==> config.mk <==
export PLATFORM = sky130hd
export DESIGN_NAME = firc_out_fifo
export DESIGN_NICKNAME = d
export VERILOG_FILES = /design/src/rtl/firc_out_fifo.sv
export SDC_FILE = /design/constraint.sdc
export NUM_CORES = 1
export LEC_CHECK = 0
export CORE_MARGIN = 2
export CORE_UTILIZATION = 63
export CTS_CLUSTER_SIZE = 25
export DETAILED_ROUTE_END_ITERATION = 10
export PLACE_DENSITY = 0.89
export SYNTH_ARGS = -nofsm -noshare
export SYNTH_HDL_FRONTEND = slang
export SYNTH_SLANG_ARGS = --single-unit
==> constraint.sdc <==
create_clock -name clk -period 6.3 [get_ports clk]
set_clock_uncertainty 0.2 [all_clocks]
set_input_delay 1.26 -clock clk [delete_from_list [all_inputs] [get_ports clk]]
set_output_delay 1.26 -clock clk [all_outputs]
set_load 0.005 [all_outputs]
==> src/rtl/firc_out_fifo.sv <==
// firc_out_fifo: first-word-fall-through output buffer behind the complex FIR.
// The filter cannot stall, so this block never back-pressures it. A result
// that arrives while the FIFO is full is dropped, counted and flagged.
// Only the head entry is visible to the sink, over a valid/ready handshake.

// One storage slot holding a {I,Q} pair. The slot is written only when its
// write enable is set. It has no reset: after a reset the slot contents are
// stale, but they are never presented as valid data.
module firc_out_fifo_entry #(
    parameter int unsigned W = 32
) (
    input  logic           clk,
    input  logic           we,
    input  logic [2*W-1:0] d,
    output logic [2*W-1:0] q
);

    // Capture the pushed pair when this slot is the write target.
    always_ff @(posedge clk) begin
        if (we) q <= d;
    end

endmodule

module firc_out_fifo #(
    parameter int unsigned DEPTH = 8,
    parameter int unsigned W     = 32
) (
    input  logic                       clk,
    input  logic                       Reset_n,
    input  logic                       PushIn,
    input  logic [W-1:0]               FI,
    input  logic [W-1:0]               FQ,
    output logic                       OutValid,
    input  logic                       OutReady,
    output logic [W-1:0]               OutI,
    output logic [W-1:0]               OutQ,
    output logic [$clog2(DEPTH):0]     Level,
    output logic                       AlmostFull,
    output logic                       Overflow,
    output logic [7:0]                 DropCount,
    input  logic                       ClearErr
);

    localparam int unsigned PW = $clog2(DEPTH);
    localparam int unsigned LW = PW + 1;

    logic [PW-1:0]                 wp;
    logic [PW-1:0]                 rp;
    logic [LW-1:0]                 level;
    logic [LW-1:0]                 level_nxt;
    logic                          af;
    logic                          ovf;
    logic [7:0]                    drop_cnt;

    logic                          full;
    logic                          valid;
    logic                          pop;
    logic                          push;
    logic                          drop;

    logic [DEPTH-1:0]              we;
    logic [DEPTH-1:0][2*W-1:0]     rd_data;
    logic [2*W-1:0]                head;

    // Handshake decode. A push into a full FIFO is still accepted when the
    // head is popped on the same edge, because that pop frees the slot.
    assign full  = (level == LW'(DEPTH));
    assign valid = (level != '0);
    assign pop   = valid && OutReady;
    assign push  = PushIn && (!full || pop);
    assign drop  = PushIn && !push;

    // Storage array: one slot per entry, selected by the write pointer.
    for (genvar g = 0; g < DEPTH; g++) begin : g_entry
        assign we[g] = push && (wp == PW'(g));

        firc_out_fifo_entry #(
            .W (W)
        ) u_entry (
            .clk (clk),
            .we  (we[g]),
            .d   ({FI, FQ}),
            .q   (rd_data[g])
        );
    end

    // Head of queue is read straight out of the registers (fall-through).
    assign head = rd_data[rp];

    // Occupancy after this edge: +1 push only, -1 pop only, else unchanged.
    always_comb begin
        level_nxt = level;
        if (push && !pop)      level_nxt = level + LW'(1);
        else if (pop && !push) level_nxt = level - LW'(1);
    end

    // Pointers, occupancy and the almost-full flag, all updated on the edge
    // that moves data. Pointers wrap naturally since DEPTH is a power of two.
    always_ff @(posedge clk or negedge Reset_n) begin
        if (!Reset_n) begin
            wp    <= '0;
            rp    <= '0;
            level <= '0;
            af    <= 1'b0;
        end else begin
            if (push) wp <= wp + PW'(1);
            if (pop)  rp <= rp + PW'(1);
            level <= level_nxt;
            af    <= (level_nxt >= LW'(DEPTH - 2));
        end
    end

    // Sticky drop flag and saturating drop counter; a clear beats a drop
    // arriving on the same edge.
    always_ff @(posedge clk or negedge Reset_n) begin
        if (!Reset_n) begin
            ovf      <= 1'b0;
            drop_cnt <= '0;
        end else if (ClearErr) begin
            ovf      <= 1'b0;
            drop_cnt <= '0;
        end else if (drop) begin
            ovf <= 1'b1;
            if (drop_cnt != 8'hFF) drop_cnt <= drop_cnt + 8'd1;
        end
    end

    assign OutValid   = valid;
    assign OutI       = head[2*W-1:W];
    assign OutQ       = head[W-1:0];
    assign Level      = level;
    assign AlmostFull = af;
    assign Overflow   = ovf;
    assign DropCount  = drop_cnt;

endmodule

==> reports/summary.log <==
[outcome] run status complete, no violations
[die] count of pins on the block boundary 148
[logic_synthesis] Main synth FF type edfxtp_1
[logic_synthesis] share of synthesized area occupied by flip-flops and latches 78.0%
[setup_path] CP startpoint rp[0]$_DFFE_PN0N_
[clocking] clock transition at the registers of the reported paths 60 ps
[die] floorplan die height 184 um
[logic_synthesis] Synth Register Bits 532
[logic_synthesis] area leader, netlist edfxtp_1
[setup_path] kind of start point of the critical path flip-flop
[logic_synthesis] Cell variety after synth 41
[finish] register area 15,900 sq um
[logic_synthesis] Post-Synthesis Mean Instance Area 23.4 sq um
[grt] Remaining Overflow, GRT 0
[routing] routed wire length 43.9 mm
[clocking] post-CTS sizing 0
[clocking] TritonCTS Sinks 532
[setup_path] kind of cell adding the most delay to the critical path buffers and inverters
[logic_synthesis] gate count after technology mapping 869
[power_and_ir_drop] standby leakage power 7.70 nW
[grt] global-route wire length before repair 65.1 mm
[routing] remaining antenna violation count after routing 0
[grt] via count of the first global-routing pass 10,200
[logic_synthesis] synth top area cells edfxtp_1, mux4_2, mux2_2
[die] Die Footprint 33,800 sq um
[finish] area added between synthesis and finish 17.5%
[die] initial cell density of the core 64.2%
[routing] remaining design rule violation count 0
[logic_synthesis] Post-synth EDFFs 512
[timing] part of the cycle the worst path needs 77.0%
[timing] final-report max-slew violation count 0
[die] Cell Rows 65
[timing] unrepaired setup endpoints after global routing no
[finish] count of filler cells inserted in the layout 1,560
[die] Core Box Area 31,700 sq um
[timing] shortest period the worst path allows 4850 ps
[timing] number of hold violations in the final report 0
[clocking] TritonCTS clock tree done
[placed_design] placement-stage worst setup slack 1710 ps
[clocking] CTS buffer count 50
[logic_synthesis] net count after synthesis 948
[placed_design] quantity of I/O buffers inserted on ports 147
[placed_design] number of placed instances with taps included 1,383
[timing] Slew HR 21.7%
[clocking] Clk Latency, worst-skew pair 560 ps
[clocking] post-CTS setup buffers 0
[setup_path] Buf/Inv on CP 2
[setup_path] reg-to-reg startpoint Level[1]$_DFF_PN0_
[finish] number of nets in the layout 1,112
[timing] setup violators final 0
[finish] combined area of the multi-input logic cells 4310 sq um
[timing] setup tns final 0 ps
[clocking] buffer levels on the longest clock path 3
[finish] final cell count without fillers 1,479
[setup_path] arrival time of the worst setup path 3390 ps
[clocking] H-tree levels 2
[placed_design] global placer's final weighted congestion 0.740
[setup_path] type of the worst setup path flip-flop to output port
[setup_path] cells traversed along the worst timing path buf_12 > mux4_2 > mux2_2 > clkdlybuf4s50_1
[setup_path] slowest cell on the critical path dfrtp_4
[grt] largest net degree at the start of global routing 74
[hold_path] hold path startpoint Overflow$_DFFE_PN0P_
[placed_design] half-perimeter wire length after placement 22.4 mm
[setup_path] critical path's largest stage delay 810 ps
[routing] Detailed Routing Iterations Pass 1 7
[routing] DRC marker count from the first detailed-route iteration 1,051
[setup_path] crit path max fanout 73
[job] max-capacitance violation count 0
[logic_synthesis] share of synthesized flip-flops with an asynchronous set or reset 3.76%
[finish] fraction of final layout cells sized beyond drive strength 1 26.5%
[power_and_ir_drop] worst-case vdd ir drop 0.306 mV
[setup_path] Crit path required time 4840 ps
[clocking] hold buffer count at CTS 0
[power_and_ir_drop] Final Power 0.0112 W
[logic_synthesis] Mapped Area 20,400 sq um
[timing] transition time of the tightest slew-check pin 1170 ps
[power_and_ir_drop] PwrDens 467 nW/um^2
[logic_synthesis] top-area cell type share of the netlist area 75.5%
[clocking] root buf cell clkbuf_16
[routing] Avg Vias per Cell 6.55
[grt] antenna violations before repair 2
[routing] Routed wire per std cell 29.7 um
[routing] vias after detailed routing 9,687
[hold_path] worst hold path class flip-flop to flip-flop
[timing] post-route setup slack 1450 ps
[setup_path] sort of element at the end of the critical path output port
[die] die span in x 184 um
[timing] top achievable clock speed 206 MHz
[grt] global router's overall resource usage 26.7%
[logic_synthesis] Synthesis Warnings 0
synth_stat cells, types with 2 or more instances:
library cell  instances
ha_1                 10
and3_1                7
and2_1                2
buf_2                13
buf_1                 4
mux2_2               66
a21oi_1               5
dfrtp_1              20
a31oi_1               2
mux4_2              128
nor2_1               11
o21ai_0               3
nand4_1               2
a211oi_1              3
nor2b_1               2
clkbuf_1             21
nand3_1               8
edfxtp_1            512
xnor2_1               8
nand2_1               9
inv_1                11
nor3_1                3
area by class of cell:
class | count | area share [%]
Antenna cell | 2 | 0.0209
Sequential cell | 532 | 66.4
Tap cell | 402 | 2.10
Clock inverter | 27 | 1.17
Timing Repair Buffer | 152 | 6.36
Inverter | 11 | 0.173
Clock buffer | 67 | 5.80
Multi-Input combinational cell | 286 | 18.0
per-stage QoR:
| stage | util [%] | instance area, sq um | hold slack [ps] |
|---|---|---|---|
| after global routing | 75.5 | 23900 | 388 |
| after detailed placement | 70.2 | 22300 | 305 |
| after floorplan | - | 20400 | 286 |
| after CTS | 75.4 | 23900 | 318 |
| after global placement | 70.2 | 22300 | 301 |
| final | 75.5 | 23900 | 311 |
flip-flops by register name (all words and copies together), names as in the netlist:
register           cells
wp                     3
g_entry.u_entry.q    512
rp                     3
DropCount              8
Overflow               1
Level                  4
AlmostFull             1
placed cells by master, fill, tap and decap left out, drive strengths merged, types with 2 or more instances in the layout:
cell,instances
a21oi,5
nand2,9
and2,2
clkinv,20
nor3,3
and3,7
clkbuf,67
inv,11
diode,2
nor2b,2
xnor2,8
dfrtp,20
a31oi,2
a211oi,3
o21ai,3
mux4,128
buf,5
ha,10
clkdlybuf4s50,147
edfxtp,512
mux2,66
nor2,11
nand3,8
nand4,2
bufinv,6
worst reg2reg max path: stages, from the launching register on:
cell      delay [ps]
dfrtp_1          500
inv_1            160
ha_1             290
and4bb_2         300
nor2_1           670
and3_4          1020
final timing paths:
check | endpoint | slack (ps) | cells past startpoint
hold / removal | Overflow$_DFFE_PN0P_ | 310 | 2
setup reg to reg | g_entry[5].u_entry.q[12]$_DFFE_PP_ | 2650 | 5
max in group asynchronous | rp[2]$_DFFE_PN0N_ | 4160 | 1
min in group asynchronous | DropCount[6]$_DFFE_PN0P_ | 1040 | 1
hold reg to reg | Overflow$_DFFE_PN0P_ | 310 | 2
setup / recovery | OutI[12] | 1450 | 4
report_power, final:
group          switching (W)  internal, W
registers           0.000415      0.00445
logic                0.00138      0.00189
clock network        0.00126      0.00179
routing by layer:
metal	vias to the layer above	global-route usage (%)	routed length, um	part of all wire (%)
li1	3990	-	-	-
met1	5070	35.1	16000	37
met2	546	46.5	23700	54
met3	81	4.60	3110	7.1
met4	0	8.19	1030	2.4
met5	-	0	0	0
cells by family (layout without fill, tap and decap cells):
logic type	Yosys count	after routing	share of synthesized area, %
other	0	2	0
XOR/XNOR	9	9	0.387
multiplexers	195	195	17.9
AND/OR/NAND/NOR	50	50	1.30
adder cells (fa/ha/maj)	11	11	0.670
buffers and inverters	51	257	1.06
AO/OA/AOI/OAI	21	21	0.768
flip-flops	532	532	78.0
(Power assumes the default switching activity.)
